===== src/rtl/execute_stage.sv =====
// execute_stage: computes val2 and the ALU result, holds NZCV, resolves branches
// and latches results into the EX/MEM register.
module execute_stage (
    input  logic        clk,
    input  logic        rst,
    input  logic        i_freeze,
    input  logic        i_wb_en,
    input  logic        i_mem_r_en,
    input  logic        i_mem_w_en,
    input  logic        i_b,
    input  logic        i_s,
    input  logic [3:0]  i_exec_cmd,
    input  logic [31:0] i_val_rn,
    input  logic [31:0] i_val_rm,
    input  logic        i_imm,
    input  logic [11:0] i_shift_operand,
    input  logic [23:0] i_signed_imm_24,
    input  logic [3:0]  i_dest,
    input  logic [31:0] i_pc_in,
    output logic        o_wb_en_out,
    output logic        o_mem_r_en_out,
    output logic        o_mem_w_en_out,
    output logic [31:0] o_alu_result,
    output logic [31:0] o_val_rm_out,
    output logic [3:0]  o_dest_out,
    output logic [3:0]  o_sr,
    output logic        o_branch_taken,
    output logic [31:0] o_branch_address
);
    logic [4:0]  w_shamt;
    logic [4:0]  w_rot;
    logic [63:0] w_imm_ror;
    logic [63:0] w_rm_ror;
    logic [31:0] w_shifted;
    logic [31:0] w_val2;
    logic        w_sub;
    logic        w_arith;
    logic        w_cin;
    logic [31:0] w_op2;
    logic [32:0] w_sum;
    logic [31:0] w_result;
    logic        w_c;
    logic        w_v;
    logic [3:0]  r_sr;

    assign w_shamt   = i_shift_operand[11:7];
    assign w_rot     = {i_shift_operand[11:8], 1'b0};
    assign w_imm_ror = {2{24'b0, i_shift_operand[7:0]}} >> w_rot;
    assign w_rm_ror  = {2{i_val_rm}} >> w_shamt;

    always_comb begin
        case (i_shift_operand[6:5])
            2'b00:   w_shifted = i_val_rm << w_shamt;
            2'b01:   w_shifted = i_val_rm >> w_shamt;
            2'b10:   w_shifted = $signed(i_val_rm) >>> w_shamt;
            default: w_shifted = w_rm_ror[31:0];
        endcase
    end

    assign w_val2 = (i_mem_r_en | i_mem_w_en) ? {20'b0, i_shift_operand} :
                    i_imm ? w_imm_ror[31:0] : w_shifted;

    // One adder serves ADD/ADC/SUB/SBC; subtract forms feed ~val2.
    assign w_arith = i_exec_cmd inside {4'b0010, 4'b0011, 4'b0100, 4'b0101};
    assign w_sub   = i_exec_cmd inside {4'b0100, 4'b0101};
    assign w_cin   = (i_exec_cmd == 4'b0100) ? 1'b1 :
                     (i_exec_cmd inside {4'b0011, 4'b0101}) ? r_sr[1] : 1'b0;
    assign w_op2   = w_sub ? ~w_val2 : w_val2;
    assign w_sum   = {1'b0, i_val_rn} + {1'b0, w_op2} + {32'b0, w_cin};

    always_comb begin
        case (i_exec_cmd)
            4'b0001: w_result = w_val2;
            4'b1001: w_result = ~w_val2;
            4'b0010, 4'b0011, 4'b0100, 4'b0101: w_result = w_sum[31:0];
            4'b0110: w_result = i_val_rn & w_val2;
            4'b0111: w_result = i_val_rn | w_val2;
            4'b1000: w_result = i_val_rn ^ w_val2;
            default: w_result = 32'b0;
        endcase
    end

    assign w_c = w_arith ? w_sum[32] : r_sr[1];
    assign w_v = w_arith ? ((i_val_rn[31] == w_op2[31]) && (w_sum[31] != i_val_rn[31])) : r_sr[0];

    always_ff @(posedge clk) begin
        if (rst) begin
            r_sr           <= 4'b0;
            o_wb_en_out    <= 1'b0;
            o_mem_r_en_out <= 1'b0;
            o_mem_w_en_out <= 1'b0;
            o_alu_result   <= 32'b0;
            o_val_rm_out   <= 32'b0;
            o_dest_out     <= 4'b0;
        end else if (!i_freeze) begin
            if (i_s)
                r_sr <= {w_result[31], w_result == 32'b0, w_c, w_v};
            o_wb_en_out    <= i_wb_en;
            o_mem_r_en_out <= i_mem_r_en;
            o_mem_w_en_out <= i_mem_w_en;
            o_alu_result   <= w_result;
            o_val_rm_out   <= i_val_rm;
            o_dest_out     <= i_dest;
        end
    end

    assign o_sr             = r_sr;
    assign o_branch_taken   = i_b;
    assign o_branch_address = i_pc_in + {{6{i_signed_imm_24[23]}}, i_signed_imm_24, 2'b00};
endmodule


===== config.mk =====
export PLATFORM = sky130hd
export DESIGN_NAME = execute_stage
export DESIGN_NICKNAME = d
export VERILOG_FILES = /design/src/rtl/execute_stage.sv
export SDC_FILE = /design/constraint.sdc
export NUM_CORES = 1
export LEC_CHECK = 0
export BUFFER_PORTS_ARGS = -buffer_cell sky130_fd_sc_hd__buf_2
export CORE_ASPECT_RATIO = 1.4
export CORE_MARGIN = 1.5
export CORE_UTILIZATION = 41
export DETAILED_ROUTE_END_ITERATION = 7
export PLACE_DENSITY = 0.69
export SYNTH_ARGS = -nofsm -noshare
export SYNTH_HDL_FRONTEND = slang
export SYNTH_SLANG_ARGS = --single-unit

===== constraint.sdc =====
create_clock -name clk -period 5.5 [get_ports clk]
set_input_delay 0.55 -clock clk [delete_from_list [all_inputs] [get_ports clk]]
set_output_delay 0.55 -clock clk [all_outputs]
set_load 0.02 [all_outputs]

==> metrics.cfg, run 1 <==
[setup_path]
crit_type=in -> reg
reg2reg_slack_ps=1210
crit_top_cell=buf_4
required_ps=5780
slowest_stage=mux4_2
cp-start-kind=input pin
cp_top_family=compound AO/OA/AOI/OAI gates
crit_chain=clkbuf_16 > buf_4 > mux2i_1 > buf_4 > mux4_2 > a211oi_4 > a221oi_4 > nand2_2 > xor2_2 > ha_1 > a21o_1 > a211o_1 > o221a_2 > buf_4 > a211o_4 > a2111oi_4 > buf_4 > nor4b_1 > buf_4 > nor3_2 > o31ai_1 > nor4_1 > nand3_2 > o32ai_2
cpPeakStageDelay_ps=530
rr_endpoint=o_sr[2]
crit_fanout=9
crit_arrival_ps=5690
rr_worst_depth=20
worst-path-buf-inv=6
startpoint=i_shift_operand[7]
worstSetupEndpointType=flip-flop
r2r-start=o_sr[1]

[clock_network]
clk_pin_slew_worst_paths_ps=70
clk_latency_ps=380
cts_max_level=3
cts_root_buf=clkbuf_16
clockBufferDepth=2
cts_buffers=9
numClockSinks=75
cts_tree=built

[logic_synthesis]
yosys.area_share.simple_pct=18.3
synth_edf_count=0
synthFlopType=dfxtp_1
synth_xor_xnor_area_share_pct=5.20
synthMuxAreaShare_pct=22.3
yosysWarningCount=0
synth_fa_ha_area_share_pct=11.0
synth_top_family_by_area=compound AO/OA/AOI/OAI gates
synth_largest_area_cell=ha_1
ys_seq_area_share_pct=10.0
synth_cells=1961
yosysTopAreaCellShare_pct=10.6
ys_async_sr_fraction_pct=0
synth.avg_cell_area_sq_um=7.65
synth_nets=2240
syn-cell-area_sq_um=15000
synth-compound-area-share_pct=25.7
synth_area_leaders=ha_1 (11%), dfxtp_1 (10%), mux2i_1 (9.3%)
ys_seq_elements=75
ys_types=85

[floorplanning]
num_io_pins=257
die-area_sq_um=37800
die-height_um=229
initial_core_util_pct=41.8
die_w_um=165
core_area_sq_um=35900
fp-row-count=82

[layout]
finish.utilization_pct=60.0
layout_commonest_cell=buf_4
syn_to_final_growth_pct=43.7
n_fill_cell=3277
layout-drive-gt1-share_pct=39.7
multiInputGateArea_sq_um=12900
final_cell_mix=buf_4 (550), buf_2 (247), nor2_1 (187), nand2_1 (157), mux2i_1 (131)
nNetsFinal=2914
layout.cells.non_filler=3102
regArea_sq_um=1500

[run]
cap_violations=0

[sta]
finClkSkew_ps=5.62
maxSlewViolCount=0
holdWs_ps=413
fmax_mhz=185
worst_pin_slew_ps=1050
setup_viol=0
finalSetupTns_ps=0
min_period_ps=5410
hold_viol_final=0
fin_crit_sh_pct=98.3
maxSlewHeadroom_pct=30.1

[power]
clock_power_share_pct=17.7
p_total_mw=3.74
p_seq_share_pct=16.1
power.internal_mw=2.04
switchingPower_mw=1.70
max-vdd-ir-drop_mv=0.170
power_density_nw_per_um2=173
comb_power_share_pct=66.2
swShare_pct=45.5
leakagePower_nw=10.3

[global_route]
antenna_found_initial=2
grt_max_degree=74
grt-ovfl-total=0
grt_pass1_wl_um=121000
grtUsageTotal_pct=43.9
grt_pass1_vias=19400

[hold_path]
hold_depth=3
hold_end=o_dest_out[3]
hp-start=i_dest[3]
hp-class=in -> reg

[placement]
dp_cells=3072
place_congestion=1.03
dp_hpwl_um=68900
port_buffers=250

[routing]
ant_nets=0
wl_um=85200
drc=0
num_vias=19500
drtPass1Iterations=5
routedWlPerCell_um=27.5
vias_per_cell=6.30
drtIter0Drc=2000

[status]
status=finished clean

[metrics by stage]
| stage | setup slack [ps] | area, sq um |
|---|---|---|
| CTS | 11.1 | 21000 |
| global route | -124 | 21600 |
| floorplan | 4.08 | 15000 |
| finish | 93.5 | 21600 |
| global placement | -646 | 20500 |
| detailed placement | -752 | 20500 |
[cells by family after synthesis]
kind of cell	Yosys count
compound gates	564
fa+ha+maj	130
buf+inv	270
xor+xnor	89
simple gates	592
mux	241
flops	75
[worst register-to-register path, delay by kind of cell, from the launching register on]
kind                       cells  cell delay, ps
AOI/OAI and AO/OA              7            1520
buffers and inverters          6             980
and+or+nand+nor                5             820
adders and majority gates      2             570
DFF                            1             330
[cells in the mapped netlist, drive strengths merged, types with 11 or more instances]
cell / instances
nor3: 52
nand4: 18
xor2: 42
a21o: 26
o22ai: 13
a211oi: 38
clkbuf: 104
nor2b: 13
a21oi: 134
o31ai: 13
a31oi: 26
o211ai: 19
a221oi: 19
mux4: 68
nand3: 53
a22o: 11
a22oi: 11
xnor2: 47
mux2i: 140
nand2: 159
a211o: 12
ha: 127
mux2: 33
dfxtp: 75
o21ai: 112
nor2: 189
o21a: 11
and3: 15
nor4: 15
buf: 58
nand2b: 29
inv: 106
[per-layer routing]
layer | vias to the layer above | share of wire, % | global-route usage (%)
met5 | - | 0.012 | 0
li1 | 8681 | - | -
met2 | 1055 | 47 | 73.9
met4 | 2 | 12 | 42.1
met1 | 9411 | 34 | 45.3
met3 | 399 | 6.5 | 7.24
[power groups by stage]
stage / clock network (mW) / registers [mW] / logic [mW]
5_1_grt: 0.679 / 0.605 / 2.60
4_1_cts: 0.665 / 0.600 / 2.33
6_report: 0.663 / 0.600 / 2.48
2_1_floorplan: 0 / 0.654 / 1.15
3_3_place_gp: 0 / 0.609 / 2.27
3_5_place_dp: 0 / 0.612 / 2.30
[how the worst max path moves through the flow]
| stage | endpoint | slack (ps) | depth (start not counted) |
|---|---|---|---|
| floorplan | o_sr[2] | 4 | 21 |
| finish | o_sr[2] | 90 | 24 |
| global route | o_sr[2] | -120 | 28 |
| global placement | o_sr[2] | -650 | 23 |
| detailed placement | o_sr[2] | -750 | 21 |
| CTS | o_sr[2] | 10 | 21 |
[state kept, by name, indices dropped and copies added, names as in the netlist]
register and flops:
o_mem_w_en_out 1, o_sr 4, o_mem_r_en_out 1, o_dest_out 4, o_val_rm_out 32, o_alu_result 32, o_wb_en_out 1
[final cells by class]
class / instances / share of cell area [%]
sequential: 75 / 6.97
inverter: 108 / 1.90
clock buffer: 11 / 1.17
antenna: 1 / 0.0116
tap: 462 / 2.68
multi-input combinational: 1616 / 59.9
clock inverter: 4 / 0.232
timing repair buffer: 825 / 27.1
[what timing repair did]
| action | in CTS | in global routing |
|---|---|---|
| endpoints found under the setup margin | 12 | 8 |
| hold buffers | 0 | 0 |
| setup buffers | 3 | 9 |
| pin swaps | 7 | 31 |
| resized for setup | 39 | 105 |
| cloned | 0 | 2 |
(Power assumes the default switching activity.)
==> run 2, diff against run 1 <==
- CTS_BUF_LIST: default -> sky130_fd_sc_hd__clkbuf_4 sky130_fd_sc_hd__clkbuf_8
- CTS_CLUSTER_SIZE: default -> 25
==> run 2 against run 1 <==
  * Critical path depth stayed put
  * First-iteration DRC count down 21%
  * Combinational power about the same
  * Die area unchanged
  * Global-route usage decreased by 0.12 points
  * Clock skew rose by 4.2 ps
  * Sequential power about the same
  * Final area down 1.0%
  * Critical path type unchanged
==> metrics.cfg, run 2 (synthesized netlist as in run 1, its figures left out) <==
[layout]
layout_commonest_cell=buf_4
layout-drive-gt1-share_pct=39.3
final_cell_mix=buf_4 (549), buf_2 (247), nor2_1 (188), nand2_1 (157), mux2i_1 (133)
finish.utilization_pct=59.4
top_regs=o_alu_result: 32 flops, o_val_rm_out: 32 flops
nNetsFinal=2911
num_antenna_cells=0
syn_to_final_growth_pct=42.3

[sta]
maxSlewViolCount=0
worst_pin_slew_ps=1050
min_period_ps=5390
finalSetupTns_ps=0
setup_viol=0
hold_viol_final=0
finClkSkew_ps=9.85
fin_crit_sh_pct=98.0
maxSlewHeadroom_pct=30.0
holdWs_ps=372
fmax_mhz=185

[clock_network]
clockBufferDepth=2
clk_pin_slew_worst_paths_ps=90
cts_hold_buffers=0
cts_max_level=3
cts_buffers=9
numClockSinks=75
cts_tree=built
clk_latency_ps=420
cts_root_buf=clkbuf_8

[placement]
place_congestion=1.03
dp_hpwl_um=68900
port_buffers=250

[routing]
routedWlPerCell_um=27.3
drc=0
dr_wl_met3_um=5060
drtIter0Drc=1589
num_vias=19500
wl_met2_um=40400
wl_um=84500
met1_length_um=29200
ant_nets=0
vias_per_cell=6.30
routed.top_layer=met4
drtPass1Iterations=6

[setup_path]
crit_top_cell=buf_4
crit_chain=clkbuf_16 > buf_8 > mux2i_1 > mux4_2 > nand2b_4 > a31oi_1 > nand3_1 > nand2_2 > xor2_2 > ha_1 > a21o_1 > a211o_1 > o221a_2 > buf_4 > a211o_4 > a2111oi_4 > buf_4 > nor4b_1 > buf_4 > nor3_1 > o31ai_1 > nor4_1 > nand3_2 > o32ai_2
cp-start-kind=input pin
startpoint=i_shift_operand[7]
crit_fanout=10
cpPeakStageDelay_ps=550
slowest_stage=mux4_2
crit_arrival_ps=5720
required_ps=5830
worstSetupEndpointType=flip-flop
r2r-start=o_sr[1]
crit_type=in -> reg

[floorplanning]
fp-row-count=82
initial_core_util_pct=41.8
die_w_um=165
die-height_um=229
num_io_pins=257
die-area_sq_um=37800
core_area_sq_um=35900

[global_route]
grt_pass1_wl_um=121000
grt-ovfl-total=0
grt_max_degree=74
antenna_found_initial=0
grt_pass1_vias=19300
grtUsageTotal_pct=43.8

[hold_path]
hp-start=i_dest[2]
hp-class=in -> reg

[power]
max-vdd-ir-drop_mv=0.127
power_density_nw_per_um2=167
leakagePower_nw=10.3

[run]
cap_violations=0

[status]
status=finished clean

run 2: changes by cell type in the layout (fill, tap and decap cells not counted), moves of 2 or more:
cell / change
buf_8: -3
mux2i_1: +2
mux2i_2: -2
clkbuf_8: +9
clkbuf_16: -10
buf_6: +2
mux2_2: +2
mux2_4: -2
run 2: timing repair:
item                                   CTS  global route
buffers inserted                         2             8
cloned                                   0             1
endpoints found under the hold margin    0             0
gates resized for setup                 23           103
pin swaps                                2            25
setup endpoints to repair                8            14
run 2: critical path: cells and delay by family:
family | cells | cell delay, ps
AOI/OAI and AO/OA | 8 | 1960
xor gates and xnor gates | 1 | 170
adders and majority gates | 1 | 260
buffers and inverters | 5 | 790
muxes | 2 | 740
and+or+nand+nor | 7 | 1230
run 2: metal layers:
layer / up-vias / global-route usage [%]
li1: 8684 / -
met1: 9432 / 45.3
met2: 1010 / 74.2
met3: 392 / 6.54
met4: 0 / 41.7
met5: - / 0
run 2: where the power goes:
group	switching, mW	internal, mW	total (mW)
Combinational	1.38	1.08	2.46
Clock	0.266	0.231	0.497
Sequential	0.0204	0.579	0.600
run 2: final timing paths:
check / end / slack [ps] / depth (start not counted)
max: o_sr[2] / 110 / 24
min: o_dest_out[2] / 370 / 3
max reg2reg: o_sr[2] / 1190 / 20
min reg2reg: o_alu_result[27] / 470 / 2
run 2: area by class of cell:
cell class	count	area (sq um)
Clock buffer	11	151
Clock inverter	4	50.0
Fill cell	3314	14600
Inverter	108	410
Multi-Input combinational cell	1616	12900
Sequential cell	75	1500
Tap cell	462	578
Timing Repair Buffer	822	5780
run 2: through the flow:
| step | area (sq um) | std cells | power, mW | setup slack [ps] |
|---|---|---|---|---|
| global route | 21300 | 3098 | 3.70 | -53.7 |
| detailed placement | 20500 | 3072 | 2.91 | -752 |
| global placement | 20500 | 3072 | 2.88 | -646 |
| CTS | 20800 | 3089 | 3.43 | 9.71 |
| finish | 21300 | 3098 | 3.55 | 108 |
| floorplan | 15000 | 1961 | 1.81 | 4.08 |
